===== config.mk =====
export PLATFORM = sky130hd
export DESIGN_NAME = fc_mem_write
export DESIGN_NICKNAME = d
export VERILOG_FILES = /design/src/rtl/fc_mem_write.sv
export SDC_FILE = /design/constraint.sdc
export NUM_CORES = 1
export LEC_CHECK = 0
export CAP_MARGIN = 20
export CORE_MARGIN = 4
export CORE_UTILIZATION = 40
export CTS_BUF_LIST = sky130_fd_sc_hd__clkbuf_8
export CTS_CLUSTER_DIAMETER = 60
export CTS_CLUSTER_SIZE = 14
export DETAILED_ROUTE_END_ITERATION = 12
export GPL_TIMING_DRIVEN = 1
export HOLD_SLACK_MARGIN = 0.1
export PLACE_DENSITY_LB_ADDON = 0.1
export SKIP_CTS_REPAIR_TIMING = 1
export SLEW_MARGIN = 40
export SYNTH_ARGS = -nofsm -noshare
export SYNTH_HDL_FRONTEND = slang
export SYNTH_SLANG_ARGS = --single-unit

===== constraint.sdc =====
create_clock -name i_clk -period 2.6 [get_ports i_clk]
set_input_delay 0.65 -clock i_clk [delete_from_list [all_inputs] [get_ports i_clk]]
set_output_delay 0.65 -clock i_clk [all_outputs]
set_load 0.1 [all_outputs]

===== src/rtl/fc_mem_write.sv =====
// Streams 32-bit host words into the dual-port FC weight RAM. The low half of word k goes to
// port0[k] and the high half to port1[BASE1+k], both written in the same cycle.
module fc_mem_write #(
  parameter int DATA_W = 16,
  parameter int ADDR_W = 9,
  parameter int DEPTH  = 192,
  parameter int BASE1  = 192
) (
  input  logic                i_clk,
  input  logic                i_reset,
  input  logic                i_start,
  input  logic                i_in_valid,
  input  logic [2*DATA_W-1:0] i_in_data,
  output logic                o_in_ready,
  output logic                o_we0,
  output logic [ADDR_W-1:0]   o_addr0,
  output logic [DATA_W-1:0]   o_wdata0,
  output logic                o_we1,
  output logic [ADDR_W-1:0]   o_addr1,
  output logic [DATA_W-1:0]   o_wdata1,
  output logic                o_busy,
  output logic                o_done
);

  typedef enum logic [1:0] {S_IDLE, S_LOAD, S_DONE} state_t;

  localparam logic [ADDR_W-1:0] LP_LAST  = ADDR_W'(DEPTH - 1);
  localparam logic [ADDR_W-1:0] LP_BASE1 = ADDR_W'(BASE1);

  state_t              r_state;
  logic [ADDR_W-1:0]   r_count;
  logic                r_we;
  logic [ADDR_W-1:0]   r_addr0;
  logic [ADDR_W-1:0]   r_addr1;
  logic [DATA_W-1:0]   r_wdata0;
  logic [DATA_W-1:0]   r_wdata1;
  logic                w_accept;

  assign w_accept = i_in_valid && (r_state == S_LOAD);

  always_ff @(posedge i_clk) begin
    if (i_reset) begin
      r_state  <= S_IDLE;
      r_count  <= '0;
      r_we     <= 1'b0;
      r_addr0  <= '0;
      r_addr1  <= LP_BASE1;
      r_wdata0 <= '0;
      r_wdata1 <= '0;
    end else begin
      r_we <= w_accept;
      // addr/wdata hold their last values between accepts
      if (w_accept) begin
        r_addr0  <= r_count;
        r_addr1  <= LP_BASE1 + r_count;
        r_wdata0 <= i_in_data[DATA_W-1:0];
        r_wdata1 <= i_in_data[2*DATA_W-1:DATA_W];
      end
      case (r_state)
        S_IDLE: begin
          if (i_start) begin
            r_state <= S_LOAD;
            r_count <= '0;
          end
        end
        S_LOAD: begin
          if (w_accept) begin
            r_count <= r_count + 1'b1;
            if (r_count == LP_LAST) r_state <= S_DONE;
          end
        end
        S_DONE: begin
          if (i_start) begin
            r_state <= S_LOAD;
            r_count <= '0;
          end
        end
        default: r_state <= S_IDLE;
      endcase
    end
  end

  assign o_in_ready = (r_state == S_LOAD);
  assign o_busy     = (r_state == S_LOAD);
  assign o_done     = (r_state == S_DONE);
  assign o_we0      = r_we;
  assign o_we1      = r_we;
  assign o_addr0    = r_addr0;
  assign o_addr1    = r_addr1;
  assign o_wdata0   = r_wdata0;
  assign o_wdata1   = r_wdata1;

endmodule

# [Word-level counts from Yosys, hierarchy flattened]
# Index checks and enable logic that the tools add are counted.
[word_totals] wordCells=28 regBits=62 out_inout_bits=55 in_bits=36
[op_classes] muxes=7 n_addsub=2 n_eq_ne=6 reduce_logical=6
[ops] cell="$mux 9" n=2
[ops] cell="$pmux 9 s2" n=1
[ops] cell="$add 8x9->9 const A" n=1
[ops] cell="$add 9x1->9 const B" n=1
[ops] cell="$eq 9x8->1 const B" n=1
[ops] cell="$mux 2" n=3
[ops] cell="$ne 2x1->1 const B" n=3
[ops] cell="$reduce_and 3->1" n=2
[ops] cell="$pmux 2 s2" n=1
[ops] cell="$eq 2x1->1 const B" n=1
[ops] cell="$eq 2x2->1 const B" n=1
[ops] cell="$logic_not 2->1" n=1
[ops] cell="$reduce_bool 2->1" n=1
[ops] cell="$reduce_or 2->1" n=1
[ops] cell="$logic_and 1x1->1" n=1

# [Depth between registers and ports, before layout]
# Gate-level depths: netlist of the first run.
[logic_depth] depth_word=4 mapped_depth=5 mapped_depth_nobuf=5

# [Worst setup path after synthesis of the first run]
# No wires, ideal clock.
[synth_timing] path_type="register to output" start="register r_state[0]" end="output port o_in_ready" required_ns=1.950 path_stages_with_launch=3 t_arrival_ns=2.391 n_path_buf=1 slack_ns=-0.441 cell_sequence="dfxtp_1 nor2b_1 buf_4"
[synth_between] elab_chain_cells=1
[synth_rtl] item="from (decl)" line="30" text="state_t r_state;"
[synth_rtl] item="from (signal assigned)" line="43" text="r_state <= S_IDLE;"
[synth_rtl] item="from (signal assigned)" line="62" text="r_state <= S_LOAD;"
[synth_rtl] item="from (signal assigned)" line="69" text="if (r_count == LP_LAST) r_state <= S_DONE;"
[synth_rtl] item="$eq 2x1->1"
[synth_rtl] item="to (decl)" line="14" text="output logic o_in_ready,"
# Every way passes these cells.

# [Worst setup path after layout of the first run]
[layout_timing] start="register r_state[0]" end="output port o_in_ready"
[layout_between] elab_chain_cells=1
[layout_rtl] item="$eq 2x1->1" line="83" text="assign o_in_ready = (r_state == S_LOAD);"
# Every way passes these cells.

==> results of run 1 <==
## sequential cells by signal, summed over array words and instances (netlist names)
signal	flops
o_addr0	9
o_addr1	3
o_wdata0	16
o_wdata1	16
o_we0	1
r_count	9
r_state	2
## through the flow
step	std cells	power (mW)	setup WS, ns	utilization [%]
2_1_floorplan	272	1.29	0.173	-
3_3_place_gp	411	1.41	0.494	54.4
3_5_place_dp	411	1.41	0.469	54.4
4_1_cts	419	1.87	0.580	56.0
5_1_grt	419	1.93	0.519	56.0
6_report	419	1.84	0.586	56.0
## cell families after synthesis
group | synth area share, %
simple gates | 23.2
flops | 48.5
compound gates | 14.0
buf+inv | 8.72
mux | 2.60
fa+ha+maj | 2.17
xor+xnor | 0.758
## layer usage
layer / GRT usage [%] / vias up / share of wire [%]
met5: 0 / - / 0
li1: - / 1039 / -
met1: 19.4 / 912 / 46
met2: 25.7 / 47 / 48
met3: 4.74 / 6 / 5.2
met4: 4.39 / 0 / 1.3
## power breakdown
group          internal (mW)  switching [mW]
logic                  0.126           0.352
registers              0.889          0.0185
clock network          0.185           0.273
## worst reg2reg max path: stages, from the launching register on
cell and delay [ns]:
dfxtp_1 0.47, nand3b_4 0.27, a2111oi_4 0.37, mux2i_1 0.21
## layout make-up
class / instances / area [sq um]
clock inverter: 3 / 16.3
sequential: 56 / 1120
fill: 549 / 2440
tap: 72 / 90.1
timing repair buffer: 94 / 801
clock buffer: 5 / 68.8
multi-input combinational: 186 / 992
inverter: 3 / 11.3
## worst max path at each step
stage	startpoint	endpoint	depth (start not counted)	slack, ns
floorplan	r_state[0]$_SDFFE_PP0P_	o_in_ready	2	0.17
global placement	i_in_valid	r_count[7]$_SDFFE_PP0P_	4	0.49
detailed placement	i_in_valid	r_count[7]$_SDFFE_PP0P_	4	0.47
CTS	r_state[0]$_SDFFE_PP0P_	o_in_ready	2	0.58
global route	r_state[0]$_SDFFE_PP0P_	o_busy	2	0.52
finish	r_state[0]$_SDFFE_PP0P_	o_in_ready	2	0.59
## layout by cell type, fill, tap and decap left out, types with 5 or more instances in the layout
master	Yosys	final
clkdlybuf4s50_1	0	34
nand3b_1	5	5
dfxtp_1	56	56
a21oi_1	44	44
nand3_1	13	13
buf_4	9	58
nand2_1	87	87
clkbuf_8	0	5
mux2i_1	6	6
inv_1	3	5
==> summary.md, run 1 <==
| Metric | Value |
|---|---|
| Global-route wire length before repair | `9.18 mm` |
| Slowest CP cell | `dfxtp_1` |
| CP Buf/Inv Count | `1` |
| Synth top area cells | `dfxtp_1, nand2_1, a21oi_1` |
| CP Class | `reg -> out` |
| Cells after synthesis | `272` |
| Synth Register Bits | `56` |
| Final wirelength | `5.36 mm` |
| Starting Density | `41.7%` |
| WHS Path Cells | `2` |
| GPL Wtd Cong | `0.724` |
| Drt wl/cell | `12.8 um` |
| Initial DRT Pass Iterations | `4` |
| Worst path max stage delay | `0.47 ns` |
| Reg-to-Reg End | `r_count[7]$_SDFFE_PP0P_` |
| Cell family with most CP delay | `flip-flops` |
| Status | `finished clean` |
| I/O pin cnt | `91` |
| Max-Cap Viols | `0` |
| Layout net count | `386` |
| IO Port Bufs | `90` |
| Share of the clock period used by the worst path | `77.5%` |
| CTS tree | `built` |
| H-Tree Level Count | `2` |
| Top post-synthesis cells by count | `nand2_1, dfxtp_1, a21oi_1, nand3_1` |
| Fin. max-slew vios | `0` |
| FP Rows | `27` |
| Setup tns final | `0 ns` |
| VDD IR-drop max | `363 uV` |
| Required time worst endpoint | `1.95 ns` |
| Area of the core | `0.00554 sq mm` |
| GRT Overall Usage | `15.5%` |
| Initial antenna violation count | `0` |
| Initial DRC count | `92` |
| Clock slew at reported path FFs | `0.09 ns` |
| Post-synth top flop | `dfxtp_1` |
| Share of layout cells above drive strength 1 | `21.0%` |
| Die width | `84.0 um` |
| Post-DP Area | `0.00302 sq mm` |
| Rel. slew slack | `63.3%` |
| Antenna cells | `0` |
| Worst-margin pin slew | `0.550 ns` |
| Clock sink count | `56` |
| RSZ-0062 raised after global routing | `false` |
| Pin count of the biggest net entering global routing | `46` |
| Post-synth EDFFs | `0` |
| Max Root-Sink Buffers | `2` |
| Worst Hold Slack | `0.457 ns` |
| Critical Path, Cell by Cell | `nor2b_2, buf_4` |
| Via Count | `2004` |
| Period minus WS final | `2.01 ns` |
| Final instance area | `0.00310 sq mm` |
| CP Launch Type | `flip-flop` |
| Fmax | `497 MHz` |
| CTS buffer count | `5` |
| Final hold viol count | `0` |
| Post-DR vias/cell | `4.78` |
| Seq/Total Area, Yosys | `48.5%` |
| Most frequent cell after synthesis | `nand2_1` |
| Final ANT Viol Nets | `0` |
| Die area | `0.00706 sq mm` |
| R2r setup slk | `1.21 ns` |
| Residual DRC | `0` |
| DPL Wire Length | `3.71 mm` |
| Final setup viols | `0` |
| Mapped Area | `0.00231 sq mm` |
| Synth unique cells | `30` |
| LEAKAGE | `1.23 nW` |
| Die extent in y | `84.0 um` |
| Synth Area per Inst | `8.50 sq um` |
| Area leader, netlist | `dfxtp_1` |
| Worst R2R Start | `r_state[0]$_SDFFE_PP0P_` |
| Crit-path max FO | `7` |
| R2R depth | `3` |
| P per Cell Area | `595 mW/mm^2` |
| Arrival time at the worst endpoint | `1.36 ns` |
| CP endpoint kind | `output port` |
| Vias in the first global route | `1940` |
| Origin of the worst min-delay path | `o_wdata1[15]$_SDFFE_PP0P_` |
| Area Overhead vs Synth | `34.2%` |
| Clock Skew | `0.00624 ns` |
| Min-delay worst type | `reg -> reg` |
| GR Overflow Total | `0` |
| Top-area cell type share of the netlist area | `48.5%` |
| Async SR Flop Fraction | `0%` |
| Ys Warns | `0` |
| Clk_lat worst skew | `0.31 ns` |
| Syn Nets | `312` |
| Root buffer cell | `clkbuf_8` |
| Hold Path End | `o_wdata1[15]$_SDFFE_PP0P_` |
Note: power is estimated with default switching activity, not from simulation.
==> run 2: changes to the inputs <==
clock period = 1.6 ns   (was 2.6 ns; I/O delays follow)
==> run 2 against run 1 <==
Against the previous run: sequential power rose by 65%; first-iteration DRC count is 9.8% lower; clock-buffer cell count is 1 higher; total power up 79%; combinational power rose by 100%; clock skew is 0.0018 ns lower; largest cell class is now buffers.
==> summary.md, run 2 (same netlist as run 1, synthesis figures left out) <==
| Metric | Value |
|---|---|
| Status | `finished clean` |
| Max-Cap Viols | `0` |
| P per Cell Area | `840 mW/mm^2` |
| Area of the core | `0.00554 sq mm` |
| Area Overhead vs Synth | `69.8%` |
| Commonest non-fill, non-tap cells in the layout | `nand2_1, buf_12, dfxtp_1, a21oi_1, clkdlybuf4s50_1` |
| Antenna cells | `0` |
| Required time worst endpoint | `1.20 ns` |
| Layout net count | `400` |
| VDD IR-drop max | `540 uV` |
| RSZ-0062 raised after global routing | `false` |
| CP Launch Type | `flip-flop` |
| Drt wl/cell | `13.4 um` |
| Final hold viol count | `0` |
| Die extent in y | `84.0 um` |
| Residual DRC | `0` |
| DPL Wire Length | `4.31 mm` |
| Starting Density | `41.7%` |
| Worst-margin pin slew | `0.569 ns` |
| Pin count of the biggest net entering global routing | `28` |
| CTS tree | `built` |
| Min-delay worst type | `reg -> reg` |
| Worst R2R Start | `r_count[1]$_SDFFE_PP0P_` |
| Clock slew at reported path FFs | `0.10 ns` |
| Via Count | `2070` |
| I/O pin cnt | `91` |
| Final ANT Viol Nets | `0` |
| Clk_lat worst skew | `0.31 ns` |
| Global-route wire length before repair | `9.66 mm` |
| Initial DRT Pass Iterations | `4` |
| Share of layout cells above drive strength 1 | `27.1%` |
| LEAKAGE | `1.47 nW` |
| Max Root-Sink Buffers | `2` |
| CP Class | `reg -> out` |
| Worst Hold Slack | `0.495 ns` |
| Arrival time at the worst endpoint | `1.13 ns` |
| CP endpoint kind | `output port` |
| IO Port Bufs | `90` |
| Initial DRC count | `83` |
| CTS buffer count | `5` |
| Footprint of the multi-input gates | `997 sq um` |
| Rel. slew slack | `62.0%` |
| Initial antenna violation count | `0` |
| Origin of the worst min-delay path | `o_wdata0[12]$_SDFFE_PP0P_` |
| Post-DR vias/cell | `4.78` |
| Critical path startpoint | `r_state[0]$_SDFFE_PP0P_` |
| Final setup viols | `0` |
| Share of the clock period used by the worst path | `95.7%` |
| Final wirelength | `5.79 mm` |
| Clock Skew | `0.00447 ns` |
| Die width | `84.0 um` |
| Fin. max-slew vios | `0` |
| Die area | `0.00706 sq mm` |
| GPL Wtd Cong | `0.801` |
| Period minus WS final | `1.53 ns` |
| Fillers | `427` |
| Post-DP Area | `0.00381 sq mm` |
| FP Rows | `27` |
| Fmax | `653 MHz` |
| GRT Overall Usage | `16.7%` |
| Vias in the first global route | `2053` |
| H-Tree Level Count | `2` |
| Clock sink count | `56` |
| Register area | `0.00113 sq mm` |
| Root buffer cell | `clkbuf_8` |
| GR Overflow Total | `0` |
| Commonest non-fill, non-tap cell in the layout | `nand2_1` |
| Final instance area | `0.00392 sq mm` |
| Setup tns final | `0 ns` |
| Crit-path max FO | `6` |
==> run 2: cell types whose count changed in the layout (fill, tap and decap cells not counted), sizes merged <==
cell    change
buf        +14
clkbuf      +1
inv         -1
==> run 2: cell type report <==
class	instances	share of cell area (%)
repair buffers	108	40.6
flip-flops and latches	56	28.9
multi-input cells	186	25.4
well taps	72	2.30
clock buffers	6	2.10
clock inverters	2	0.351
inverters	3	0.287
==> run 2: per-layer routing <==
metal	up-vias	GRT usage, %	part of all wire (%)
met5	-	0	0
li1	1068	-	-
met1	951	20.8	44
met2	47	27.7	50
met4	0	4.68	0.80
met3	4	5.33	5.6
==> run 2: metrics by stage <==
step / instances / power [mW] / worst slack (ns) / util (%)
after floorplan: 272 / 2.11 / -0.135 / -
final: 433 / 3.30 / 0.0682 / 70.8
after global routing: 433 / 3.43 / 0.0224 / 70.8
after CTS: 431 / 3.33 / -0.118 / 70.5
after detailed placement: 423 / 2.50 / -0.212 / 68.7
after global placement: 423 / 2.49 / -0.131 / 68.7
==> run 2: final timing paths <==
path	endpoint	slack [ns]	cells after the start
max reg2reg	r_state[1]$_SDFFE_PP0P_	0.25	4
max	o_in_ready	0.07	2
min	o_wdata0[12]$_SDFFE_PP0P_	0.50	2
min reg2reg	o_wdata0[12]$_SDFFE_PP0P_	0.50	2
==> run 2: critical path: stages (launching register included) <==
cell,delay (ns)
dfxtp_4,0.38
nor2b_4,0.23
buf_12,0.20
==> run 2: power by group <==
part / internal (mW) / switching [mW]
combinational: 0.378 / 0.587
clock: 0.355 / 0.473
sequential: 1.45 / 0.0569
